### config.mk
export PLATFORM = sky130hd
export DESIGN_NAME = register_file_mp
export DESIGN_NICKNAME = d
export VERILOG_FILES = /design/src/rtl/register_file_pkg.sv /design/src/rtl/rf_read_port.sv /design/src/rtl/register_file_mp.sv
export SDC_FILE = /design/constraint.sdc
export NUM_CORES = 1
export LEC_CHECK = 0
export ABC_AREA = 1
export BUFFER_PORTS_ARGS = -buffer_cell sky130_fd_sc_hd__buf_2
export CAP_MARGIN = 20
export CELL_PAD_IN_SITES_DETAIL_PLACEMENT = 0
export CELL_PAD_IN_SITES_GLOBAL_PLACEMENT = 1
export CORE_ASPECT_RATIO = 1.2
export CORE_MARGIN = 2
export CORE_UTILIZATION = 39
export CTS_CLUSTER_DIAMETER = 150
export DETAILED_ROUTE_END_ITERATION = 10
export GPL_ROUTABILITY_DRIVEN = 0
export GPL_TIMING_DRIVEN = 1
export PLACE_DENSITY_LB_ADDON = 0.2
export SYNTH_ARGS = -nofsm -noshare
export SYNTH_HDL_FRONTEND = slang
export SYNTH_SLANG_ARGS = --single-unit
### constraint.sdc
create_clock -name clk -period 1.55 [get_ports clk]
set_clock_uncertainty 0.05 [all_clocks]
set_input_delay 0.0775 -clock clk [delete_from_list [all_inputs] [get_ports clk]]
set_output_delay 0.0775 -clock clk [all_outputs]
set_load 0.01 [all_outputs]
### src/rtl/register_file_pkg.sv
// Shared types and elaboration helpers for the multi-read-port register file.
// Holds the sweep FSM state encoding and the parameter legality rules.
package register_file_pkg;

  typedef enum logic {
    IDLE  = 1'b0,
    SWEEP = 1'b1
  } rf_state_e;

  localparam int unsigned MIN_READ_PORTS = 1;
  localparam int unsigned MAX_READ_PORTS = 8;
  localparam int unsigned MIN_WIDTH      = 1;
  localparam int unsigned MIN_SELECT     = 1;
  localparam int unsigned MAX_SELECT     = 16;

  function automatic int unsigned depth_of(input int unsigned select_width);
    return 32'd1 << select_width;
  endfunction

  function automatic bit params_legal(input int unsigned width,
                                      input int unsigned select_width,
                                      input int unsigned read_ports);
    return (width >= MIN_WIDTH) &&
           (select_width >= MIN_SELECT) && (select_width <= MAX_SELECT) &&
           (read_ports >= MIN_READ_PORTS) && (read_ports <= MAX_READ_PORTS);
  endfunction

endpackage

### src/rtl/rf_read_port.sv
// One combinational read port: hardwired-zero entry, write-to-read forwarding,
// otherwise a plain mux over the stored entries.
module rf_read_port
  import register_file_pkg::*;
#(
  parameter int unsigned WIDTH        = 16,
  parameter int unsigned SELECT_WIDTH = 4,
  parameter bit          ZERO_REG     = 1'b1,
  parameter bit          BYPASS       = 1'b1,
  parameter int unsigned DEPTH        = depth_of(SELECT_WIDTH)
) (
  input  logic [SELECT_WIDTH-1:0]       raddr_i,
  input  logic [DEPTH-1:0][WIDTH-1:0]   entries_i,
  input  logic                          fwd_en_i,
  input  logic [SELECT_WIDTH-1:0]       waddr_i,
  input  logic [WIDTH-1:0]              wdata_i,
  output logic [WIDTH-1:0]              rdata_o
);

  // NOTE: every output of an always_comb gets a default first, so no path
  // through the if/else chain can leave it unassigned and infer a latch.
  always_comb begin
    rdata_o = entries_i[raddr_i];
    if (ZERO_REG && (raddr_i == '0)) begin
      rdata_o = '0;
    end else if (BYPASS && fwd_en_i && (waddr_i == raddr_i)) begin
      rdata_o = wdata_i;
    end
  end

endmodule

### src/rtl/register_file_mp.sv
// Single-write, multi-read register file with optional forwarding, optional
// hardwired-zero entry 0 and a one-entry-per-cycle background clear sweep.
module register_file_mp
  import register_file_pkg::*;
#(
  parameter int unsigned WIDTH        = 16,
  parameter int unsigned SELECT_WIDTH = 4,
  parameter int unsigned READ_PORTS   = 2,
  parameter bit          ZERO_REG     = 1'b1,
  parameter bit          BYPASS       = 1'b1
) (
  input  logic                                  clk,
  input  logic                                  reset,
  input  logic                                  write,
  input  logic [SELECT_WIDTH-1:0]               Waddr,
  input  logic [WIDTH-1:0]                      W,
  input  logic [READ_PORTS-1:0][SELECT_WIDTH-1:0] raddr,
  output logic [READ_PORTS-1:0][WIDTH-1:0]      rdata,
  input  logic                                  clear,
  output logic                                  busy,
  output logic                                  write_dropped
);

  localparam int unsigned DEPTH = depth_of(SELECT_WIDTH);

  if (!params_legal(WIDTH, SELECT_WIDTH, READ_PORTS)) begin : g_bad_params
    $error("register_file_mp: illegal WIDTH/SELECT_WIDTH/READ_PORTS combination");
  end

  rf_state_e                     state_q;
  logic [SELECT_WIDTH-1:0]       ptr_q;
  logic                          busy_q;
  logic                          dropped_q;
  logic [DEPTH-1:0][WIDTH-1:0]   mem_q;
  logic [DEPTH-1:0][WIDTH-1:0]   mem_d;

  logic sweeping;
  logic fwd_en;
  logic wr_accept;

  always_comb begin
    sweeping  = (state_q == SWEEP);
    fwd_en    = write && !sweeping;
    wr_accept = fwd_en && !(ZERO_REG && (Waddr == '0));
  end

  // A sweep owns the write path: its clear of entry[ptr] replaces any write.
  always_comb begin
    mem_d = mem_q;
    if (sweeping) begin
      mem_d[ptr_q] = '0;
    end else if (wr_accept) begin
      mem_d[Waddr] = W;
    end
  end

  // NOTE: storage is reset like any other register because a reset must leave
  // every entry reading zero; this makes the array flops, not an SRAM macro.
  always_ff @(posedge clk) begin
    if (reset) begin
      mem_q <= '0;
    end else begin
      mem_q <= mem_d;
    end
  end

  // NOTE: sequential state is written only with non-blocking assignments so
  // every flop samples pre-edge values regardless of statement order.
  always_ff @(posedge clk) begin
    if (reset) begin
      state_q   <= IDLE;
      ptr_q     <= '0;
      busy_q    <= 1'b0;
      dropped_q <= 1'b0;
    end else begin
      dropped_q <= write && sweeping;
      unique case (state_q)
        IDLE: begin
          if (clear) begin
            state_q <= SWEEP;
            ptr_q   <= '0;
            busy_q  <= 1'b1;
          end
        end
        SWEEP: begin
          // clear is ignored here: a sweep in flight is neither restarted nor queued.
          ptr_q <= ptr_q + 1'b1;
          if (ptr_q == '1) begin
            state_q <= IDLE;
            busy_q  <= 1'b0;
          end
        end
        default: begin
          state_q <= IDLE;
          busy_q  <= 1'b0;
        end
      endcase
    end
  end

  assign busy          = busy_q;
  assign write_dropped = dropped_q;

  for (genvar i = 0; i < READ_PORTS; i++) begin : g_read_port
    rf_read_port #(
      .WIDTH        (WIDTH),
      .SELECT_WIDTH (SELECT_WIDTH),
      .ZERO_REG     (ZERO_REG),
      .BYPASS       (BYPASS),
      .DEPTH        (DEPTH)
    ) u_read_port (
      .raddr_i   (raddr[i]),
      .entries_i (mem_q),
      .fwd_en_i  (fwd_en),
      .waddr_i   (Waddr),
      .wdata_i   (W),
      .rdata_o   (rdata[i])
    );
  end

endmodule

After elaboration in Yosys (flattened, before gate mapping)
Index checks and enable logic that the tools add are counted.
{ "totals": {"regBits": 263, "inputBits": 32, "output_inout_bits": 34, "word_cells": 72} }
{ "classes": {"add_sub_neg": 1, "order_cmp": 6, "n_eq_ne": 5, "mux": 23, "n_bitwise": 3, "reduce_logical": 14} }
{ "op_table": {"columns": ["cell", "count"], "rows": [
  ["two-way mux 256 bit", 2],
  ["AND 256 bit", 1],
  ["bitwise mux 256 bit", 1],
  ["NOT 256 bit", 1],
  ["binary-select mux 16 bit (select 4 bit)", 2],
  ["demux 16 bit (select 4 bit)", 2],
  ["two-way mux 16 bit", 8],
  ["less-than comparator 4 x 5 -> 1 bit, second input constant", 4],
  ["zero test 4 bit", 3],
  ["== test 4 bit", 2],
  ["greater-or-equal comparator 4 x 1 -> 1 bit, second input constant", 2],
  ["case mux 4 bit (2 select lines)", 1],
  ["logical AND 1 bit", 7],
  ["adder 4 x 1 -> 4 bit, second input constant", 1],
  ["== test 4 bit, second input constant", 1],
  ["two-way mux 1 bit", 4],
  ["two-way mux 4 bit", 1],
  ["case mux 1 bit (2 select lines)", 2],
  ["zero test 1 bit", 2],
  ["inequality test 2 x 1 -> 1 bit, second input constant", 1],
  ["inequality test 2 bit, second input constant", 1],
  ["AND reduction 2 bit", 1],
  ["nonzero test 2 bit", 1],
  ["NOT 1 bit", 1]
]} }

Depth between registers and ports, before layout
{ "logic_depth": {"ltp_word": 7, "ltp_mapped": 10, "mapped_depth_nobuf": 9} }

Cells and area by module
From an unflattened synthesis, not the netlist that was laid out.
{ "unflattened": {"cells_unflattened": 3894, "hier_area_um2": 20673.6} }
{ "by_module_without_submodules": {"columns": ["mod", "instances", "cells_per_inst", "area_each_um2", "seq_area_each_um2"], "rows": [
  ["register_file_mp", 1, 2272, 13869.6, 5265.0],
  ["rf_read_port", 2, 811, 3402.0, 0.0]
]} }

Worst setup path after synthesis
Ideal clock, no wire load.
{ "synth_path": {"kind": "register to register", "from": "register ptr_q[0]", "to": "register mem_q[10] (netlist name)", "setup_ps": 130, "arrival_time_ps": 1416, "t_required_ps": 1370, "setup_slack_ps": -46, "stages_incl_launch_ff": 7, "path_buffers": 1, "period_less_slack_ps": 1596, "path_cell_list": "dfxtp_1 -> inv_1 -> ha_1 -> nand2_1 -> nor3_1 -> clkbuf_1 -> nor3_1"} }
{ "synth_via": {"elab_chain_len": 7, "elab_cells_between_ends": 8, "classes_between": "order compare: 2; mux: 3; bitwise: 2; reduce/logical: 1"} }
{ "synth_rtl": {"columns": ["element", "line_no", "source"], "rows": [
  ["start: declaration", "register_file_mp.sv:31", "logic [SELECT_WIDTH-1:0] ptr_q;"],
  ["start signal: assignment", "register_file_mp.sv:87", "ptr_q <= ptr_q + 1'b1;"],
  ["less-than comparator 4 x 5 -> 1 bit (not written as such) or greater-or-equal comparator 4 x 1 -> 1 bit (tied branches)", "register_file_mp.sv:51", "mem_d[ptr_q] = '0;"],
  ["logical AND 1 bit (not written as such)", "register_file_mp.sv:51", null],
  ["two-way mux 16 bit (not written as such)", "register_file_mp.sv:51", null],
  ["demux 16 bit (select 4 bit) *", "register_file_mp.sv:51", null],
  ["NOT 256 bit (no source line) *", null, null],
  ["AND 256 bit (no source line) *", null, null],
  ["two-way mux 256 bit *", "register_file_mp.sv:50", "if (sweeping) begin"],
  ["end signal: assignment", "register_file_mp.sv:63", "mem_q <= mem_d;"],
  ["end: declaration", "register_file_mp.sv:34", "logic [DEPTH-1:0][WIDTH-1:0] mem_q;"]
]} }
Mark *: on every way between the ends. The rest lies on a longest branch, timed or not.
A chain may end at the register's enable or synchronous reset.

==> metrics.md <==
| Metric | Value |
|---|---|
| Avg Synthesized Cell Area | around 5.8 sq um |
| Iteration-0 DRC count of the detailed router | between 1,500 and 2,000 |
| Clock Latency Late Sink | 0.59 ns |
| Slew @ Worst Pin | 0.448 ns |
| Core Box Area | 41,600 sq um |
| Critical path class | flop to primary output |
| Layout cells sized above 1 | 0.165 |
| RSZ-0062 raised after global routing | true |
| Global-route wire length before repair | 108 mm |
| Internal reg-to-reg setup slack | -0.13 ns |
| DRT Pass-1 Iters | 6 |
| Worst setup margin | -0.601 ns |
| Final slew viol count | 0 |
| Initial core utilization | 0.393 |
| Post-synthesis cell area | about 16,000 sq um |
| Crit. End Element | primary output |
| Number of global-route vias before repair | 18,200 |
| Via count | 19,300 |
| Cell depth of the worst flop-to-flop path | 9 |
| Final hold vios | 0 |
| Crit Path Max Fanout | 6 |
| Worst hold path type | input port to flop |
| Arr. time, crit path | 2.02 ns |
| Total power | 17.1 mW |
| Seq/Total Area, Yosys | 0.322 |
| Post-Layout Cell Count | 3,519 |
| I/O pin count | 66 |
| Commonest non-fill, non-tap cell in the layout | nand2_1 |
| Yosys warns | 0 |
| Die Wd | 191 um |
| Cell Pwr Density | a little over 800 nW/um^2 |
| Data required time of the worst path | 1.42 ns |
| Status | finished with violations |
| Worst hold start | write |
| Total track usage | 0.316 |
| Failing checks | negative setup slack |
| Largest net degree at the start of global routing | roughly 60 |
| CTS tree | yes |
| Worst reg2reg endpoint | mem_q[242]$_SDFFE_PP0P_ |
| Startpoint types | flop |
| Grt total ovfl | 0 |
| Detailed-placement wirelength estimate | 47.8 mm |
| Final setup viols | 143 |
| CTS Sinks | 263 |
| Placed Instances | 3,441 |
| Most frequent cells in the layout | nand2_1 (804), nand3_1 (505), inv_1 (334), dfxtp_1 (260), nor2_1 (248) |
| DRC violations left | 0 |
| Initial antenna violation count | 1 |
| Row count | 82 |
| Die Ht | approximately 230 um |
| Worst R2R Start | state_q$_SDFF_PP0_ |
| Post-layout nets | 2,992 |
| LEAKAGE | 9.43 nW |
| Final Critical Period | 2.15 ns |
| Final Cycle Share | 1.39 |
| CTS Root Cell | clkbuf_16 |
| Post-DRT Antenna Nets | 0 |
| # diodes | 0 |
| Max Freq | ~460 MHz |
| Synth cell types | 29 |
| Synthesized flop and latch total | 263 |
| WL per Instance | 20.0 um |
| Clk slew on worst S/H paths | 0.06 ns |
| Hold Path Depth | 7 |
| DR vias/cell | 5.49 |
| Hold EP | mem_q[95]$_SDFFE_PP0P_ |
| Syn_nets | between 2,000 and 3,000 |
| Syn Inst Count | 2,811 |
| Max-slew headroom | 0.699 |
| Area delta synth->final | 27.6% |
| Longest Clk Path Bufs | 3 |
| Max Cap Viol | 0 |
| Final wirelength | 70.3 mm |
| Port buffer count | 65 |
| Peak supply drop | 0.986 mV |
| Die area | 43,600 sq um |
| Core Util, Final | 0.502 |
| TritonCTS Buffers | 31 |
| H-tree level count | 1 |
[report_power, final]
group,internal [mW],total [mW],switching [mW]
combinational,1.20,3.28,2.08
sequential,6.83,6.86,0.0355
clock,3.93,7.00,3.06
[logic make-up (layout without fill, tap and decap cells)]
logic type	count (synthesis)	count (layout)	share of synthesized area
AND/OR/NAND/NOR	1688	1688	0.438
XOR/XNOR	2	2	0.00107
AO/OA/AOI/OAI	282	282	0.0971
buffers and inverters	572	734	0.139
adder cells (fa/ha/maj)	4	4	0.00306
flip-flops	263	263	0.322
[worst max-delay path by stage]
stage	from	endpoint	slack, ns	cells past startpoint
floorplan	ptr_q[0]$_SDFFE_PP0P_	mem_q[71]$_SDFFE_PP0P_	0.005	8
global placement	raddr[1]	rdata[12]	-0.20	10
detailed placement	raddr[1]	rdata[6]	-0.15	10
CTS	state_q$_SDFF_PP0_	rdata[3]	-0.62	9
global route	state_q$_SDFF_PP0_	rdata[4]	-0.68	9
finish	state_q$_SDFF_PP0_	rdata[4]	-0.60	9
[flip-flops by register name, indices dropped and copies added (netlist names)]
register       cells
state_q            1
busy               1
mem_q            256
write_dropped      1
ptr_q              4
[routing by layer]
| layer | GRT usage | share of wire | vias to the layer above |
|---|---|---|---|
| li1 | - | - | 9191 |
| met1 | 0.409 | 0.41 | 9067 |
| met2 | 0.512 | 0.46 | 877 |
| met3 | 0.0418 | 0.076 | 201 |
| met4 | 0.162 | 0.050 | 0 |
| met5 | 0 | 0 | - |
[final cells by class]
class	count	area [sq um]
Inverter	365	1380
Sequential cell	263	5270
Clock inverter	6	58.8
Timing Repair Buffer	319	3300
Tap cell	546	683
Clock buffer	44	855
Multi-Input combinational cell	1976	9300
Fill cell	4324	20700
[Yosys cell counts]
| cell type | instances | area (sq um) |
|---|---|---|
| a211oi_1 | 1 | 7.51 |
| a21oi_1 | 115 | 576 |
| a22oi_1 | 1 | 7.51 |
| buf_1 | 36 | 135 |
| buf_2 | 64 | 320 |
| buf_4 | 10 | 75.1 |
| clkbuf_1 | 97 | 364 |
| clkinv_1 | 16 | 60.1 |
| dfxtp_1 | 263 | 5270 |
| ha_1 | 4 | 50.1 |
| inv_1 | 341 | 1280 |
| inv_2 | 8 | 30.0 |
| nand2_1 | 811 | 3040 |
| nand2_2 | 18 | 113 |
| nand3_1 | 533 | 2670 |
| nand4_1 | 1 | 6.26 |
| nor2_1 | 278 | 1040 |
| nor2_2 | 8 | 50.1 |
| nor2_4 | 2 | 22.5 |
| nor3_1 | 19 | 95.1 |
| nor3_2 | 1 | 10.0 |
| nor4_1 | 1 | 6.26 |
| o211ai_1 | 1 | 7.51 |
| o21ai_0 | 34 | 170 |
| o21ai_2 | 2 | 17.5 |
| o22ai_1 | 128 | 801 |
| or2_2 | 16 | 100 |
| xnor2_1 | 1 | 8.76 |
| xor2_1 | 1 | 8.76 |
[per-stage QoR]
| step | area [sq um] | setup TNS (ns) | setup WS, ns | hold slack (ns) |
|---|---|---|---|---|
| 4_1_cts | 20300 | -19.04 | -0.622 | 0.149 |
| 6_report | 20800 | -23.09 | -0.601 | 0.148 |
| 5_1_grt | 20800 | -39.20 | -0.683 | 0.166 |
| 3_3_place_gp | 19000 | -5.55 | -0.195 | 0.310 |
| 2_1_floorplan | 16300 | 0 | 0.00534 | 0.179 |
| 3_5_place_dp | 19000 | -8.50 | -0.150 | 0.314 |
[worst max-delay path, cell delays in order (launching register included)]
cell and delay (ns):
dfxtp_2 0.34, nor2_4 0.10, nand2_2 0.08, nor2_4 0.11, nand3_4 0.10, buf_12 0.17
clkbuf_16 0.16, o21ai_0 0.16, nor2_1 0.07, buf_2 0.15
[repair_timing]
item,in CTS,in global routing
resized for setup,59,100
setup buffers,1,2
hold buffers,20,0
cloned,2,6
endpoints found under the setup margin,160,229
pin swaps,11,39
hold endpoints to repair,111,0
No activity file was read; power rests on OpenSTA's default activity.
